**src/rtl/hex_display_bank.sv**
```systemverilog
`default_nettype none
// ============================================================================
// Module   : hex_display_bank
// Function : registered active-low 7-segment driver for a bank of hex digits,
//            with leading-zero blanking, masked blink and optional scan
//            outputs (enabled by defining HEX_BANK_SCAN_EN).
// Revision : 1.0 - initial release
// ============================================================================
module hex_display_bank #(
  parameter int DIGITS    = 6,
  parameter int BLINK_DIV = 25000000,
  parameter int SCAN_DIV  = 50000
) (
  input  logic                  clk,
  input  logic                  reset,
  input  logic                  load,
  input  logic [4*DIGITS-1:0]   value,
  input  logic                  blank_lz,
  input  logic [DIGITS-1:0]     blink_mask,
`ifdef HEX_BANK_SCAN_EN
  output logic [6:0]            seg,
  output logic [DIGITS-1:0]     an,
`endif
  output logic [7*DIGITS-1:0]   hex
);

  localparam int BLINK_W = $clog2(BLINK_DIV);

  logic [4*DIGITS-1:0] value_q;
  logic [BLINK_W-1:0]  blink_cnt;
  logic                phase;
  logic [7*DIGITS-1:0] hex_next;
  logic                zero_run;

  function automatic logic [6:0] decode(input logic [3:0] nib);
    logic [6:0] code;
    case (nib)
      4'h0: code = 7'h40;
      4'h1: code = 7'h79;
      4'h2: code = 7'h24;
      4'h3: code = 7'h30;
      4'h4: code = 7'h19;
      4'h5: code = 7'h12;
      4'h6: code = 7'h02;
      4'h7: code = 7'h78;
      4'h8: code = 7'h00;
      4'h9: code = 7'h10;
      4'hA: code = 7'h08;
      4'hB: code = 7'h03;
      4'hC: code = 7'h46;
      4'hD: code = 7'h21;
      4'hE: code = 7'h06;
      default: code = 7'h0E;
    endcase
    return code;
  endfunction

  always_ff @(posedge clk) begin
    if (reset) begin
      value_q   <= '0;
      blink_cnt <= '0;
      phase     <= 1'b0;
      hex       <= '1;
    end else begin
      if (load) begin
        value_q <= value;
      end
      if (blink_cnt == BLINK_W'(BLINK_DIV - 1)) begin
        blink_cnt <= '0;
        phase     <= ~phase;
      end else begin
        blink_cnt <= blink_cnt + 1'b1;
      end
      hex <= hex_next;
    end
  end

  // Walk from the most significant digit down; zero_run stays set while every
  // nibble seen so far is zero, which is exactly the leading-zero condition.
  always_comb begin
    hex_next = '1;
    zero_run = 1'b1;
    for (int i = DIGITS - 1; i >= 0; i--) begin
      zero_run = zero_run & (value_q[4*i +: 4] == 4'h0);
      if ((blank_lz && (i != 0) && zero_run) || (phase && blink_mask[i])) begin
        hex_next[7*i +: 7] = 7'h7F;
      end else begin
        hex_next[7*i +: 7] = decode(value_q[4*i +: 4]);
      end
    end
  end

`ifdef HEX_BANK_SCAN_EN
  localparam int SCAN_W = (SCAN_DIV > 1) ? $clog2(SCAN_DIV) : 1;
  localparam int IDX_W  = (DIGITS > 1) ? $clog2(DIGITS) : 1;

  logic [SCAN_W-1:0] scan_cnt;
  logic [IDX_W-1:0]  scan_idx;

  // seg takes the same next-state field that hex is loading, so the scanned
  // digit and the static field always agree on a given edge.
  always_ff @(posedge clk) begin
    if (reset) begin
      scan_cnt <= '0;
      scan_idx <= '0;
      seg      <= 7'h7F;
      an       <= '1;
    end else begin
      if (scan_cnt == SCAN_W'(SCAN_DIV - 1)) begin
        scan_cnt <= '0;
        scan_idx <= (scan_idx == IDX_W'(DIGITS - 1)) ? '0 : scan_idx + 1'b1;
      end else begin
        scan_cnt <= scan_cnt + 1'b1;
      end
      an  <= ~(DIGITS'(1) << scan_idx);
      seg <= hex_next[7*scan_idx +: 7];
    end
  end
`else
  if (SCAN_DIV < 1) begin : g_scan_div_range
  end
`endif

endmodule
`default_nettype wire

```
**config.mk**
```make
export PLATFORM = sky130hd
export DESIGN_NAME = hex_display_bank
export DESIGN_NICKNAME = d
export VERILOG_FILES = /design/src/rtl/hex_display_bank.sv
export SDC_FILE = /design/constraint.sdc
export NUM_CORES = 1
export LEC_CHECK = 0
export ABC_AREA = 1
export CAP_MARGIN = 20
export CORE_UTILIZATION = 40
export DETAILED_ROUTE_END_ITERATION = 10
export GPL_ROUTABILITY_DRIVEN = 1
export REMOVE_ABC_BUFFERS = 1
export SYNTH_ARGS = -nofsm -noshare
export SYNTH_HDL_FRONTEND = slang
export SYNTH_SLANG_ARGS = --single-unit
export TNS_END_PERCENT = 30
```
**constraint.sdc**
```tcl
create_clock -name clk -period 2.6 [get_ports clk]
set_clock_uncertainty 0.15 [all_clocks]
set_input_delay 0.39 -clock clk [delete_from_list [all_inputs] [get_ports clk]]
set_output_delay 0.39 -clock clk [all_outputs]
set_load 0.01 [all_outputs]
```
# ---- Yosys cells after proc, flatten, opt, wreduce, memory -nomap -nowiden
# Memory sizes are Yosys's and may differ from the RTL's. A register that Yosys moved wholly into a read port is not among the register bits.
# Index checks and enable logic that the tools add are counted.
dict set report op_classes {
  n_eq_ne 1
  n_bitwise 5
  addsub 1
  reduce_logical 28
}
# op count
set ops {}
lappend ops {{$add 25x1->25 const B} 1}
lappend ops {{$eq 25x25->1 const B} 1}
lappend ops {{$logic_not 4->1} 5}
lappend ops {{$reduce_or 2->1} 7}
lappend ops {{$logic_and 1x1->1} 11}
lappend ops {{$logic_or 1x1->1} 5}
lappend ops {{$and 1x1->1} 4}
lappend ops {{$not 1->1} 1}
dict set report word_totals {
  mem_count 6
  elab_cells 44
  output_inout_bits 42
  input_bits 34
  rom_bits 672
  regBits 50
}
# name depth width rd rd_ports_with_merged_regs write_ports line
set memory_table {}
lappend memory_table {{(no name shown)} 16 7 1 1 0 37} ;# case (nib)
lappend memory_table {{(no name shown)} 16 7 1 1 0 37}
lappend memory_table {{(no name shown)} 16 7 1 1 0 37}
lappend memory_table {{(no name shown)} 16 7 1 1 0 37}
lappend memory_table {{(no name shown)} 16 7 1 1 0 37}
lappend memory_table {{(no name shown)} 16 7 1 1 0 37}

# ---- Depth between registers and ports, before layout
dict set report logic_depth {
  depth_word 8
  mapped_depth 9
  mapped_depth_nobuf 9
}

# ---- Worst setup path after synthesis
# No wires, ideal clock.
dict set report synth_timing {
  kind {flip-flop to flip-flop}
  start {register value_q[21]}
  end {register hex[23]}
  arrival_time_ns 1.252
  path_buffers 0
  period_less_slack_ns 1.525
  setup_ns 0.123
  stages_incl_launch_ff 8
  t_required_ns 2.327
  path_slack_ns 1.075
  path_cell_list {dfxtp_1 inv_1 ha_1 nand4_1 nor2_4 nand2_1 nand2_1 or2_2}
}
dict set report synth_via {
  elab_chain_len 6
}
# item line
set synth_lines {}
lappend synth_lines {{start, declared} 29} ;# logic [4*DIGITS-1:0] value_q;
lappend synth_lines {{start signal, assigned} 66} ;# value_q <= value;
lappend synth_lines {{$logic_not 4->1} 84} ;# zero_run = zero_run & (value_q[4*i +: 4] == 4'h0);
lappend synth_lines {{$and 1x1->1 (2 in series)} 84}
lappend synth_lines {{$logic_and 1x1->1} 85} ;# if ((blank_lz && (i != 0) && zero_run) || (phase && blink_mask[i])) begin
lappend synth_lines {{$logic_or 1x1->1} 85}
lappend synth_lines {{$reduce_or 2->1 (no line)} n/a}
lappend synth_lines {{end, declared} 24} ;# output logic [7*DIGITS-1:0] hex
# Every way passes these cells.
# A chain may end at the register's enable or synchronous reset.

# ---- Final worst setup path
dict set report layout_timing {
  start {register blink_cnt[0]}
  end {register blink_cnt[11]}
}
dict set report layout_via {
  elab_chain_len 2
  word_cells_on_any_way 3
  cone_classes {1 x add/sub; 1 x eq/ne; 1 x reduce/logical}
}
# item line
set layout_lines {}
lappend layout_lines {{start, declared} 30} ;# logic [BLINK_W-1:0] blink_cnt;
lappend layout_lines {{start signal, assigned} 72} ;# blink_cnt <= blink_cnt + 1'b1;
lappend layout_lines {{parallel branches: the longest is 2 deep, another holds $add 25x1->25} n/a}
# Several ways; the timed one is not identified.

==> results.md <==
* Peak supply drop at 0.272 mV
* CTS Buffer Depth at 2
* Max frequency at 544 MHz
* Worst R2R End: blink_cnt[11]
* Post-DR vias/cell at 4.98
* Share of post-route cells with drive strength above 1 at 4.87%
* Fin crit share at 70.7%
* Post-layout nets at 739
* Post-CTS setup buffer count at 0
* Ant. Diodes at 0
* GPL Wtd Cong at 0.865
* Worst R2R Path Depth at 6
* Initial core utilization at 41.3%
* Switch Pwr at 887 uW
* Max-slew violations at 0
* Netlist cell types at 38
* Fin cells at 818
* Core Util, Final at 51.7%
* MaxCap Viol Count at 0
* Die Y at 108 um
* Core area at 0.0109 mm^2
* CTS clock-pin slew for the worst setup and hold paths at 0.06 ns
* Pin count of the biggest net entering global routing at 49
* Status: finished clean
* Chip width at 108 um
* Min Tclk post-route at 1.84 ns
* First-pass GRT wire length at 17,000 um
* Switching share of power at 26.9%
* Worst-Skew Late Latency at 0.34 ns
* Seq cells post-synth at 92
* Sequential element share of the synthesized area at 40.8%
* Type of the worst setup path: reg -> reg
* Startpoint Class: register
* Clock tree sinks at 92
* Power per cell area at 584 mW/mm^2
* Setup Slack @ Placement at 0.503 ns
* Vias in the first global route at 3,697
* Syn_area_per_cell at 7.52 um^2
* Initial DRC count at 166
* DRT antenna net count at 0
* Worst Hold Launch: blink_cnt[0]
* Yosys warns at 0
* Reg-to-reg slack, setup at 0.76 ns
* RSZ-0062 raised after global routing: false
* Setup crit end kind: register
* Final Hold Fails at 0
* PostCTS Resize Cnt at 0
* HP Class: reg -> reg
* R2R Path Start: blink_cnt[0]
* Clk network pwr share at 36.4%
* Routed vias at 4,074
* Comb pwr share at 15.9%
* Detail Placement HPWL at 7570 um
* Flop pwr share at 47.7%
* DRC viols at 0
* Clock buffer count from CTS at 9
* I/O Buffers at 75
* Initial antenna violation count at 0
* Rel. slew slack at 57.0%
* Crit path DAT at 1.90 ns
* I/O pin cnt at 76
* DR pass1 iterations at 4
* Internal cell power at 2410 uW
* Die ar. at 0.0117 mm^2
* Final Power at 3300 uW
* Hold_buf cts at 0
* Worst-path fanout max at 25
* Placed cell count at 802
* Cell Rows at 38
* Setup TNS at 0 ns
* Synth-to-layout area growth at 25.1%
* Worst setup path startpoint: blink_cnt[0]
* Remaining global-route overflow at 0
* Worst setup path endpoint: blink_cnt[11]
* LEAKAGE at 0.00221 uW
* Area of the mapped netlist at 0.00452 mm^2
* H-tree levels at 3
* WP data required at 2.67 ns
* Final setup vio count at 0
* WL/cell at 12.5 um
* CTS tree: yes
* Total wire length at 10,200 um
* Final worst setup slack at 0.761 ns
* Total track usage at 18.5%
* Worst-Margin Slew at 0.645 ns
* Clock root cell: clkbuf_16
* Mapped Cells at 601
[metrics by stage]
step	cell area (um^2)	hold WS (ns)
2_1_floorplan	4440	0.280
3_3_place_gp	5380	0.292
3_5_place_dp	5380	0.305
6_report	5650	0.315
4_1_cts	5650	0.321
5_1_grt	5650	0.340
[sequential cells by signal, indices dropped and copies added (netlist names)]
signal	count
phase	1
value_q	24
hex	42
blink_cnt	25
[power groups by stage]
stage / sequential (uW) / combinational, uW / clock, uW
after floorplan: 1630 / 241 / 0
after global placement: 1600 / 518 / 0
after detailed placement: 1610 / 524 / 0
after CTS: 1570 / 526 / 1230
after global routing: 1590 / 588 / 1290
final: 1580 / 524 / 1200
[Yosys cell counts]
library cell  instances  area [um^2]
o2111ai_1             5         43.8
xor2_1                6         52.6
dfxtp_1              92         1840
a32oi_1               1         8.76
a31oi_1               5         31.3
nor3_2                1         10.0
buf_6                 2         22.5
nor2_4                2         22.5
nor2_1               68          255
nand3b_1              4         30.0
inv_2                 1         3.75
a21oi_1              52          260
o21a_1                1         7.51
o21ai_0              55          275
o21bai_1              1         7.51
o221ai_1              1         8.76
nor2_2                4         25.0
nand2_1             121          454
nand4_2               1         12.5
nand3_1              35          175
or2_0                 3         18.8
nand4_1               8         50.1
o22ai_1               3         18.8
o211ai_1              7         52.6
xnor2_1               6         52.6
buf_1                 1         3.75
clkinv_1              2         7.51
clkbuf_1             11         41.3
inv_1                56          210
a211oi_4              1         20.0
nand2_2               2         12.5
buf_2                 2         10.0
a21boi_0              1         7.51
nor3_1                2         10.0
nand3_2               3         30.0
or2_2                 1         6.26
ha_1                 32          400
o311ai_0              2         17.5
[cell usage in the layout, fill, tap and decap left out, types with 3 or more instances in the layout]
master,netlist,final
or2_0,3,3
nand2_1,121,121
nand4_1,8,8
xor2_1,6,6
clkbuf_16,0,9
a21oi_1,52,52
inv_1,56,56
nand3_1,35,35
o22ai_1,3,3
ha_1,32,32
clkdlybuf4s50_1,0,75
dfxtp_1,92,92
o211ai_1,7,7
a31oi_1,5,5
xnor2_1,6,6
nand3_2,3,3
o2111ai_1,5,5
nor2_2,4,4
clkinvlp_4,0,3
nand3b_1,4,4
nor2_1,68,68
o21ai_0,55,55
[cell type report]
class                           count  area, um^2
Inverter                           59         221
Clock inverter                      6        41.3
Sequential cell                    92        1840
Tap cell                          140         175
Multi-Input combinational cell    434        2380
Timing Repair Buffer               77         766
Clock buffer                       10         229
Fill cell                        1097        5280
[layer usage]
| metal | global-route usage, % | vias to the layer above | part of all wire [%] |
|---|---|---|---|
| li1 | - | 2136 | - |
| met1 | 24.6 | 1831 | 48 |
| met2 | 29.5 | 96 | 46 |
| met3 | 2.89 | 11 | 4.1 |
| met4 | 8.11 | 0 | 1.8 |
| met5 | 0 | - | 0 |
[logic make-up (layout without fill, tap and decap cells)]
family                   after synthesis  count (layout)  synth area share (%)
buffers and inverters                 75             152                  6.62
adder cells (fa/ha/maj)               32              32                  8.86
flip-flops                            92              92                  40.8
AO/OA/AOI/OAI                        135             135                  16.8
AND/OR/NAND/NOR                      255             255                  24.6
XOR/XNOR                              12              12                  2.33
[worst min path at each step]
stage	to	slack, ns	cells past startpoint
4_1_cts	blink_cnt[0]	0.32	1
5_1_grt	blink_cnt[0]	0.34	1
3_5_place_dp	blink_cnt[0]	0.31	1
6_report	blink_cnt[0]	0.32	1
3_3_place_gp	blink_cnt[0]	0.29	1
2_1_floorplan	blink_cnt[0]	0.28	1
[worst max-delay path, stage by stage (launching register included)]
cell	delay, ns
dfxtp_1	0.37
ha_1	0.23
nand3_2	0.14
nor3_2	0.18
nand3_1	0.14
nand2_2	0.39
nor2_1	0.09
No activity file was read; power rests on OpenSTA's default activity.
==> RTL edit: new RTL, config.mk and constraints unchanged <==
Set the parameter `DIGITS` to 12 (it was 6).
--- a/src/rtl/hex_display_bank.sv
+++ b/src/rtl/hex_display_bank.sv
@@ -7,7 +7,7 @@
 // Revision : 1.0 - initial release
 // ============================================================================
 module hex_display_bank #(
-  parameter int DIGITS    = 6,
+  parameter int DIGITS    = 12,
   parameter int BLINK_DIV = 25000000,
   parameter int SCAN_DIV  = 50000
 ) (
Ports: changed (resized blink_mask, hex and value); port bits go from 76 to 148. The function was not compared with the original's and may differ.
==> RTL edit against the unedited design <==
- utilization up 1.8 points
- setup slack got worse by 0.18 ns
- design area up 78%
- synthesized cell count grew 63%
- total power up 97%
- area after synthesis rose by 71%
- cell count up 70%
- wire length is 83% higher
- count of clock-buffer cells in the layout increased by 12
- sequential cell count up 66
- global-route usage rose by 1.2 points
- largest power group unchanged
- highest routed layer unchanged
==> RTL edit: results (changes against the unedited design) <==
status: "finished, final reports clean"
yosys-top-cells-count: "158 x dfxtp_1, 122 x inv_1, 122 x nand2_1"
wl_per_cell_um: 13.4  # +7.9%
hold_class: "reg -> reg"
worstHoldStart: "blink_cnt[0]"
grt_pass1_wl_um: 30900  # +82%
first_global_vias: 6523  # +76%
drt-initial-drc-count: 340  # +100%
worst_slew_pin_slew_ns: 0.648  # +0.00353 ns
reg_top3: "hex x84, value_q x48, blink_cnt x25"
numCtsBuffers: 17  # +8
insertedDiodeCount: 0  # unchanged
slowest_delay_ns: 0.41  # +0.02 ns
portBuffers: 147  # +96%
yosysUniqueCellTypes: 47  # +24%
synthArstFlopShare_pct: 0  # unchanged
cp_max_fo: 7  # -72%
route.vias.total: 6778  # +66%
setup.worst_path.start: "value_q[37]"
dp.cells: 1359  # +69%
dp_hpwl_um: 14000  # +85%
synth_mux_area_share_pct: 0.130  # +0.13 points
crit_arrival_ns: 2.13  # +0.23 ns
synth_xor_area_share_pct: 1.13  # -1.2 points
critPathTopFamily: "compound AO/OA/AOI/OAI gates"
dr.pass1.iters: 4  # unchanged
totalWireLength_um: 18700  # +83%
nNetsFinal: 1249  # +69%
clock_latency_ns: 0.42  # +0.08 ns
grt_max_degree: 67  # +37%
clk_pin_slew_ns: 0.06  # about the same
post_cts_buffers: 0  # unchanged
peakVddDrop_uv: 434  # +60%
synthCells: 981  # +63%
p_leak_nw: 4.11  # +86%
cts_root_buf: "clkbuf_16"
grt_use_total_pct: 19.7  # +1.2 points
synth_area_leaders: "dfxtp_1 41%, ha_1 11%, a21oi_1 6.8%, inv_1 5.9%, nand2_1 5.9%"
drive_above_1_share_pct: 6.45  # +1.6 points
synth-compound-area-share_pct: 19.6  # +2.8 points
slowest_stage: "dfxtp_1"
globalplace.congestion: 0.882  # +2.0%
post_cts_resized: 0  # unchanged
synthAdderAreaFrac_pct: 10.9  # +2.0 points
seq_area_frac_synth_pct: 40.9  # +0.18 points
ctsHtreeMaxLevel: 4  # +1
antenna_found_initial: 0  # unchanged
==> RTL edit: cell count changes in the layout (fill, tap and decap cells not counted), sizes merged, moves of 24 or more <==
cell / before / now
clkdlybuf4s50: 75 / 147
inv: 57 / 126
dfxtp: 92 / 158
a21oi: 52 / 106
ha: 32 / 67
o21ai: 55 / 85
nor2: 74 / 98
==> RTL edit: final timing paths <==
kind	to	slack [ns]	depth (start not counted)
max	hex[51]	0.58	8
min	blink_cnt[0]	0.29	1
max reg2reg	hex[51]	0.58	8
min reg2reg	blink_cnt[0]	0.29	1
==> RTL edit: layer usage <==
| layer | vias up | share of wire [%] | global-route usage [%] |
|---|---|---|---|
| met3 | 23 | 4.9 | 4.72 |
| met5 | - | 0 | 0 |
| met2 | 180 | 48 | 32.8 |
| met1 | 3005 | 46 | 24.7 |
| li1 | 3570 | - | - |
| met4 | 0 | 1.5 | 6.92 |
==> RTL edit: area by class of cell <==
type,instances,area (sq um)
clock buffer,22,494
inverter,128,482
fill,1828,8760
clock inverter,10,158
timing repair buffer,153,1530
sequential,158,3160
tap,260,325
multi-input combinational,660,3920
==> RTL edit: stage by stage <==
step / power [W] / area, sq um / setup WS, ns / utilization [%]
after global placement: 0.00386 / 9410 / 0.446 / 50.0
after detailed placement: 0.00386 / 9410 / 0.397 / 50.0
after floorplan: 0.00332 / 7560 / 0.514 / -
final: 0.00650 / 10100 / 0.583 / 53.5
after CTS: 0.00658 / 10100 / 0.555 / 53.5
after global routing: 0.00684 / 10100 / 0.402 / 53.5
==> RTL edit: logic make-up (layout without fill, tap and decap cells) <==
| family | count (synthesis) | count (layout) |
|---|---|---|
| AND/OR/NAND/NOR | 317 | 317 |
| AO/OA/AOI/OAI | 265 | 265 |
| buffers and inverters | 163 | 313 |
| flip-flops | 158 | 158 |
| adder cells (fa/ha/maj) | 67 | 67 |
| XOR/XNOR | 10 | 10 |
| multiplexers | 1 | 1 |
==> RTL edit: power by group <==
group          leakage, nW  switching, W  internal, W
logic                 2.48      0.000533     0.000518
clock network        0.314      0.000971      0.00173
registers             1.32      0.000140      0.00261
